<file path="src/rtl/fetch_pc_ctrl_if.sv">
// Instruction-memory request/response bus between the fetch controller and imem.
// Single outstanding request: req/addr held until gnt, one rvalid per grant.
interface fetch_pc_ctrl_if;
   logic        req;
   logic [31:0] addr;
   logic        gnt;
   logic        rvalid;
   logic [31:0] rdata;

   modport master (
      output req,
      output addr,
      input  gnt,
      input  rvalid,
      input  rdata
   );

   modport slave (
      input  req,
      input  addr,
      output gnt,
      output rvalid,
      output rdata
   );
endinterface

</file>
<file path="src/rtl/fetch_pc_ctrl.sv">
// Fetch-stage sequencer: owns the fetch PC, issues one imem request at a time and
// presents instructions to decode through a stallable output register plus one skid entry.
module fetch_pc_ctrl #(
   parameter logic [31:0] RESET_PC = 32'h0000_0000,
   parameter logic [31:0] PC_STEP  = 32'd4
) (
   input  logic                   clk,
   input  logic                   reset,
   input  logic                   stall,
   input  logic                   redirect,
   input  logic [31:0]            redirect_pc,
   fetch_pc_ctrl_if.master        imem,
   output logic [31:0]            pc,
   output logic                   if_valid,
   output logic [31:0]            if_pc,
   output logic [31:0]            if_instr
);

   typedef enum logic [2:0] {
      StIdle,
      StReq,
      StWait,
      StHold,
      StDrop
   } state_t;

   state_t      state_q;
   logic [31:0] skid_pc_q;
   logic [31:0] skid_instr_q;
   logic        consume;

   assign consume = if_valid && !stall;

   // imem.addr keeps the address of the last request, so it doubles as the PC of the
   // response that comes back.
   always_ff @(posedge clk or negedge reset) begin
      if (!reset) begin
         state_q      <= StIdle;
         pc           <= RESET_PC;
         imem.req     <= 1'b0;
         imem.addr    <= '0;
         if_valid     <= 1'b0;
         if_pc        <= '0;
         if_instr     <= '0;
         skid_pc_q    <= '0;
         skid_instr_q <= '0;
      end else if (redirect && state_q != StIdle) begin
         pc           <= redirect_pc & ~32'd3;
         imem.req     <= 1'b0;
         if_valid     <= 1'b0;
         skid_pc_q    <= '0;
         skid_instr_q <= '0;
         // Leave through DROP only while a response is still owed by imem.
         if (state_q == StDrop) begin
            state_q <= imem.rvalid ? StReq : StDrop;
         end else if ((state_q == StWait && !imem.rvalid) ||
                      (state_q == StReq && imem.req && imem.gnt)) begin
            state_q <= StDrop;
         end else begin
            state_q <= StReq;
         end
      end else begin
         if (consume) begin
            if_valid <= 1'b0;
         end
         case (state_q)
            StIdle: begin
               state_q <= StReq;
            end
            StReq: begin
               if (!imem.req) begin
                  imem.req  <= 1'b1;
                  imem.addr <= pc;
               end else if (imem.gnt) begin
                  imem.req <= 1'b0;
                  pc       <= pc + PC_STEP;
                  state_q  <= StWait;
               end
            end
            StWait: begin
               if (imem.rvalid) begin
                  if (!if_valid || consume) begin
                     if_valid <= 1'b1;
                     if_pc    <= imem.addr;
                     if_instr <= imem.rdata;
                     state_q  <= StReq;
                  end else begin
                     skid_pc_q    <= imem.addr;
                     skid_instr_q <= imem.rdata;
                     state_q      <= StHold;
                  end
               end
            end
            StHold: begin
               if (consume) begin
                  if_valid <= 1'b1;
                  if_pc    <= skid_pc_q;
                  if_instr <= skid_instr_q;
                  state_q  <= StReq;
               end
            end
            StDrop: begin
               if (imem.rvalid) begin
                  state_q <= StReq;
               end
            end
            default: begin
               state_q <= StIdle;
            end
         endcase
      end
   end

endmodule
</file>
<file path="src/flat_wrapper.sv">
// flat-port wrapper written by rule: the top's interface ports become plain ports
module fetch_pc_ctrl_flat 
#(
   parameter logic [31:0] RESET_PC = 32'h0000_0000,
   parameter logic [31:0] PC_STEP  = 32'd4
)
  (clk, reset, stall, redirect, redirect_pc, pc, if_valid, if_pc, if_instr, imem_req, imem_addr, imem_gnt, imem_rvalid, imem_rdata);
  fetch_pc_ctrl_if imem_i ();
  input  logic clk;
  input  logic reset;
  input  logic stall;
  input  logic redirect;
  input  logic [31:0] redirect_pc;
  output logic [31:0] pc;
  output logic if_valid;
  output logic [31:0] if_pc;
  output logic [31:0] if_instr;
  output wire logic [$bits(imem_i.req)-1:0] imem_req;
  output wire logic [$bits(imem_i.addr)-1:0] imem_addr;
  input wire logic [$bits(imem_i.gnt)-1:0] imem_gnt;
  input wire logic [$bits(imem_i.rvalid)-1:0] imem_rvalid;
  input wire logic [$bits(imem_i.rdata)-1:0] imem_rdata;
  assign imem_req = imem_i.req;
  assign imem_addr = imem_i.addr;
  assign imem_i.gnt = imem_gnt;
  assign imem_i.rvalid = imem_rvalid;
  assign imem_i.rdata = imem_rdata;
  fetch_pc_ctrl #(.RESET_PC(RESET_PC), .PC_STEP(PC_STEP)) u_core (.clk(clk), .reset(reset), .stall(stall), .redirect(redirect), .redirect_pc(redirect_pc), .imem(imem_i), .pc(pc), .if_valid(if_valid), .if_pc(if_pc), .if_instr(if_instr));
endmodule
</file>
<file path="config.mk">
export PLATFORM = sky130hd
export DESIGN_NAME = fetch_pc_ctrl_flat
export DESIGN_NICKNAME = d
export VERILOG_FILES = /design/src/rtl/fetch_pc_ctrl_if.sv /design/src/rtl/fetch_pc_ctrl.sv /design/src/flat_wrapper.sv
export SDC_FILE = /design/constraint.sdc
export NUM_CORES = 1
export LEC_CHECK = 0
export CORE_UTILIZATION = 53
export CTS_CLUSTER_SIZE = 25
export DETAILED_ROUTE_END_ITERATION = 7
export PLACE_DENSITY_LB_ADDON = 0.05
export SYNTH_ARGS = -nofsm -noshare
export SYNTH_HDL_FRONTEND = slang
export SYNTH_SLANG_ARGS = --single-unit
</file>
<file path="constraint.sdc">
create_clock -name clk -period 5.03 [get_ports clk]
set_input_delay 1.006 -clock clk [delete_from_list [all_inputs] [get_ports clk]]
set_output_delay 1.006 -clock clk [all_outputs]
set_load 0.01 [all_outputs]
</file>
After elaboration in Yosys (flattened, before gate mapping)
Cells that the tools add are included.
{"block": "classes", "n_addsub": 1, "n_eq_ne": 13, "muxes": 41, "bitwise_logic": 2, "reduce_logical": 23}
{"cell": "$mux W32", "count": 18}
{"cell": "$pmux W32 S2", "count": 2}
{"cell": "$add A32 B3 Y32 const B", "count": 1}
{"cell": "$mux W3", "count": 9}
{"cell": "$pmux W3 S5", "count": 1}
{"cell": "$reduce_bool A2 Y1", "count": 6}
{"cell": "$reduce_and A5 Y1", "count": 2}
{"cell": "$mux W1", "count": 9}
{"cell": "$ne A3 B2 Y1 const B", "count": 3}
{"cell": "$reduce_and A3 Y1", "count": 3}
{"cell": "$eq A3 B2 Y1 const B", "count": 2}
{"cell": "$ne A3 B1 Y1 const B", "count": 2}
{"cell": "$logic_and A1 B1 Y1", "count": 5}
{"cell": "$ne A2 B1 Y1 const B", "count": 2}
{"cell": "$ne A2 B2 Y1 const B", "count": 2}
{"cell": "$eq A3 B1 Y1 const B", "count": 1}
{"cell": "$eq A3 B3 Y1 const B", "count": 1}
{"cell": "$logic_not A1 Y1", "count": 3}
{"cell": "$logic_not A3 Y1", "count": 1}
{"cell": "$reduce_bool A3 Y1", "count": 1}
{"cell": "$logic_or A1 B1 Y1", "count": 2}
{"cell": "$mux W2", "count": 1}
{"cell": "$not A1 Y1", "count": 2}
{"cell": "$pmux W1 S2", "count": 1}
{"block": "word_totals", "ff_bits": 197, "inputBits": 70, "output_inout_bits": 130, "word_cells": 89}

Logic depth before layout (Yosys ltp)
{"block": "logic_depth", "ltp_word": 7, "ltp_mapped": 8, "depth_no_buf": 6}

Worst setup path after synthesis
No wires, ideal clock.
{"block": "synth_timing", "path_kind": "input -> register", "start": "in imem_gnt", "end": "reg u_core.pc[23]", "setup_time_ns": 0.072, "arrival_time_ns": 2.186, "t_required_ns": 4.958, "slack_ns": 2.771, "stages": 5, "n_path_buf": 1, "cell_sequence": "nand2_1 -> or3_1 -> clkbuf_1 -> or4_1 -> nand3_1"}
{"block": "synth_via", "elab_chain_len": 2}
{"element": "start, declared", "line_no": "flat_wrapper.sv:20", "source": "input wire logic [$bits(imem_i.gnt)-1:0] imem_gnt;"}
{"element": "$reduce_bool A2 Y1 (no line)"}
{"element": "$reduce_and A3 Y1 (no line)"}
{"element": "end signal, assigned", "line_no": "fetch_pc_ctrl.sv:48", "source": "pc <= redirect_pc & ~32'd3;"}
{"element": "end signal, assigned", "line_no": "fetch_pc_ctrl.sv:76", "source": "pc <= pc + PC_STEP;"}
{"element": "end, declared", "line_no": "fetch_pc_ctrl.sv:13", "source": "output logic [31:0] pc,"}
No other way between the ends.
A chain may end at the register's enable or synchronous reset.

Worst setup path in the final report
{"block": "layout_timing", "start": "in redirect", "end": "reg u_core.pc[11]"}
{"block": "layout_via", "elab_chain_len": 3, "elab_cells_between_ends": 6, "cone_classes": "mux (1); reduce/logical (5)"}
{"element": "start, declared", "line_no": "flat_wrapper.sv:12", "source": "input logic redirect;"}
{"element": "$logic_and A1 B1 Y1 *", "line_no": "fetch_pc_ctrl.sv:47", "source": "end else if (redirect && state_q != StIdle) begin"}
{"element": "$reduce_bool A2 Y1 (no line)"}
{"element": "$reduce_and A3 Y1 (no line)"}
Every way passes the cells marked *; elsewhere a longest branch is shown, timed or not.

==> PnR_summary.wiki <==
{| class="wikitable"
! Metric !! Value
|-
| Outcome || completed
|-
| RSZ-0062 raised after global routing || no
|-
| Cell area after layout || 11280 µm²
|-
| Detailed-route vias per instance || 5.542
|-
| Worst slew margin relative to its limit || 28.43%
|-
| Max-capacitance violation count || 0
|-
| Area share of the largest cell type after synthesis || 55.56%
|-
| Clock buffers created by TritonCTS || 17
|-
| Most used DFF post-synth || dfrtp_1
|-
| Min setup slack post-route || 2.027 ns
|-
| Synth Area per Inst || 9.957 µm²
|-
| Detailed-route via count || 6966
|-
| Clock Sink Count || 191
|-
| Vias in the first global route || 6543
|-
| Most common cell after layout, fill and taps aside || nand2_1
|-
| Detailed-router iteration count before antenna repair || 5
|-
| X dimension of the die || 129.4 µm
|-
| Buffer cell driving the clock tree root || clkbuf_16
|-
| Number of warnings printed during yosys synthesis || 0
|-
| Grt ovf || 0
|-
| Number of different library cells in the post-synthesis netlist || 56
|-
| Clock edge transition at the registers on the reported setup and hold paths || 0.07 ns
|-
| Worst path max stage delay || 0.87 ns
|-
| Post-CTS setup buffers || 0
|-
| Post-synth top area cell || dfrtp_1
|-
| Fin crit share || 59.70%
|-
| Total half-perimeter wirelength after legalization and detailed placement || 13810 µm
|-
| Minimum period implied by the final worst setup slack || 3.003 ns
|-
| Critical path arrival || 3.34 ns
|-
| Type of the worst min-delay path || reg -> reg
|-
| Cell count after placement || 1225
|-
| Critical Path Start Type || primary input
|-
| Critical path peak fanout || 45
|-
| Clock insertion delay at the later pin of the skew report || 0.43 ns
|-
| Fraction of final layout cells sized beyond drive strength 1 || 8.261%
|-
| Post-Place Setup Slack || 1.623 ns
|-
| Static leakage power || 4.914 nW
|-
| Iteration-0 DRC count of the detailed router || 379
|-
| Critical path class || in -> reg
|-
| CTS tree || built
|-
| Antenna-violating nets left || 0
|-
| Peak supply drop || 0.3262 mV
|-
| WL per Instance || 16.69 µm
|-
| Largest cells by area after synthesis || dfrtp_1, nand2_1, mux2i_1, o21ai_0, a21oi_1
|-
| Quantity of hold-fixing buffers added after cts || 0
|-
| Post-detailed-placement cell area || 10680 µm²
|-
| Final count of hold timing violations || 0
|-
| Weighted congestion at the end of routability-driven global placement || 0.8628
|-
| Combined area of all synthesized cells || 8603 µm²
|-
| Post-route setup TNS || 0 ns
|-
| Maximum number of pins on one net before global-route repair || 127
|-
| Final Net Count || 1099
|-
| Maximum buffer depth of the clock tree || 2
|-
| Critical-path cell with the highest stage delay || o31a_2
|-
| Worst Max-Slew Pin Slew || 1.074 ns
|-
| GRT Overall Usage || 26.37%
|-
| Area of the die || 16750 µm²
|-
| Synthesis-stage register bit count || 191
|-
| Number of antenna cells inserted || 0
|-
| Wire length of the first global-routing pass || 33880 µm
|-
| Data required time at the worst endpoint || 5.36 ns
|-
| Vertical die dimension || 129.4 µm
|-
| Seq/Total Area, Yosys || 55.56%
|-
| Remaining routing DRC violations || 0
|-
| Antenna violations before repair || 0
|-
| Starting density of the core || 54.16%
|-
| Number of I/O pins || 200
|-
| Timing-limited maximum frequency || 333.0 MHz
|-
| Top Family by Delay on Critical Path || compound AO/OA/AOI/OAI gates
|-
| Worst hold slack || 0.4767 ns
|-
| Crit end category || flop
|-
| Critical Path, Cell by Cell || clkdlybuf4s50_1 -> o31a_2 -> buf_4 -> a211oi_1 -> a311oi_1
|-
| Top library cells by usage in the layout, fill and taps aside || nand2_1, clkdlybuf4s50_1, dfrtp_1
|-
| Number of levels in the clock H-tree || 4
|-
| Number of filler instances in the final layout || 1289
|-
| Count of input and output buffers || 193
|-
| Final Max Slew Viols || 0
|-
| Worst Clk Skew || 0.009276 ns
|-
| Final setup violating endpoints || 0
|-
| Post-CTS resize count || 0
|-
| Cell area power density || 547.4 nW/µm²
|-
| Core box area || 15890 µm²
|-
| Syn Inst Count || 864
|-
| Detailed-route wire length || 20980 µm
|-
| Final cell count without fillers || 1257
|-
| Number of synthesized flops with an enable pin || 0
|-
| Number of cell rows || 46
|-
| Async set-or-reset flop fraction in the synthesized netlist || 100.0%
|-
| CP Buf/Inv Count || 2
|-
| Layout-stage area growth over the synthesis result || 31.12%
|}
[synth_stat cells (7+ instances only)]
cell type / instances
mux2i_1: 65
nor3_1: 7
xor2_1: 7
mux2_2: 30
nand3_1: 19
a211oi_1: 7
clkbuf_1: 45
nand2_1: 221
dfrtp_1: 191
o21ai_0: 80
a21oi_1: 68
nor2_1: 19
buf_2: 9
[metrics by stage]
step                      utilization, %  power [W]
after floorplan                        -   0.003505
after global placement             67.23   0.004787
after detailed placement           67.23   0.004832
after CTS                          71.01   0.006215
after global routing               71.01   0.006522
final                              71.01   0.006175
[metal layers]
layer  share of wire [%]  track usage (%)  vias up
li1                    -                -     3341
met4                 1.6            8.858        0
met3                 6.8            5.037       28
met1                  45            36.79     3351
met2                  46            41.62      246
met5                   0                0        -
[report_power, final]
| group | switching [W] | total, W | internal, W |
|---|---|---|---|
| logic | 0.00105 | 0.00233 | 0.00128 |
| registers | 0.000488 | 0.00247 | 0.00199 |
| clock network | 0.000620 | 0.00137 | 0.000750 |
| total | 0.00216 | 0.00618 | 0.00402 |
[cells by family (layout without fill, tap and decap cells)]
family	count (synthesis)	after routing	share of synthesized area [%]
compound gates	196	196	13.02
xor+xnor	10	10	1.018
fa+ha+maj	1	1	0.1454
buf+inv	64	238	3.229
flops	191	191	55.56
mux	95	95	11.49
other cells	1	4	0.04359
simple gates	306	306	15.50
[sequential cells by signal, summed over array words and instances (netlist names)]
register / cells
u_core.if_instr: 32
u_core.skid_instr_q: 32
u_core.if_pc: 31
u_core.skid_pc_q: 31
u_core.imem.addr: 30
u_core.pc: 30
u_core.state_q: 3
u_core.if_valid: 1
u_core.imem.req: 1
[worst min-delay path: stages, from the launching register on]
cell and delay [ns]:
dfrtp_1 0.34, nand2_1 0.05, o21ai_0 0.06
[worst paths after layout]
| kind | endpoint | slack [ns] | cells past startpoint | start |
|---|---|---|---|---|
| max reg2reg | u_core.skid_pc_q[13] | 2.29 | 6 | u_core.state_q[1] |
| min reg2reg | u_core.if_instr[21] | 0.48 | 2 | u_core.if_instr[21] |
| min | u_core.if_instr[21] | 0.48 | 2 | u_core.if_instr[21] |
| min in group asynchronous | u_core.if_instr[30] | 0.69 | 1 | reset |
| max | u_core.pc[11] | 2.03 | 5 | redirect |
| max in group asynchronous | u_core.imem.addr[25] | 3.35 | 2 | reset |
[final cells by class]
| type | instances | area, µm² | area share (%) |
|---|---|---|---|
| clock buffers | 17 | 425.4 | 3.771 |
| clock inverters | 15 | 175.2 | 1.553 |
| well taps | 216 | 270.3 | 2.396 |
| flip-flops and latches | 191 | 4780 | 42.37 |
| multi-input cells | 612 | 3596 | 31.88 |
| repair buffers | 203 | 2023 | 17.93 |
| inverters | 3 | 11.26 | 0.09982 |
Note: power is estimated with default switching activity, not from simulation.
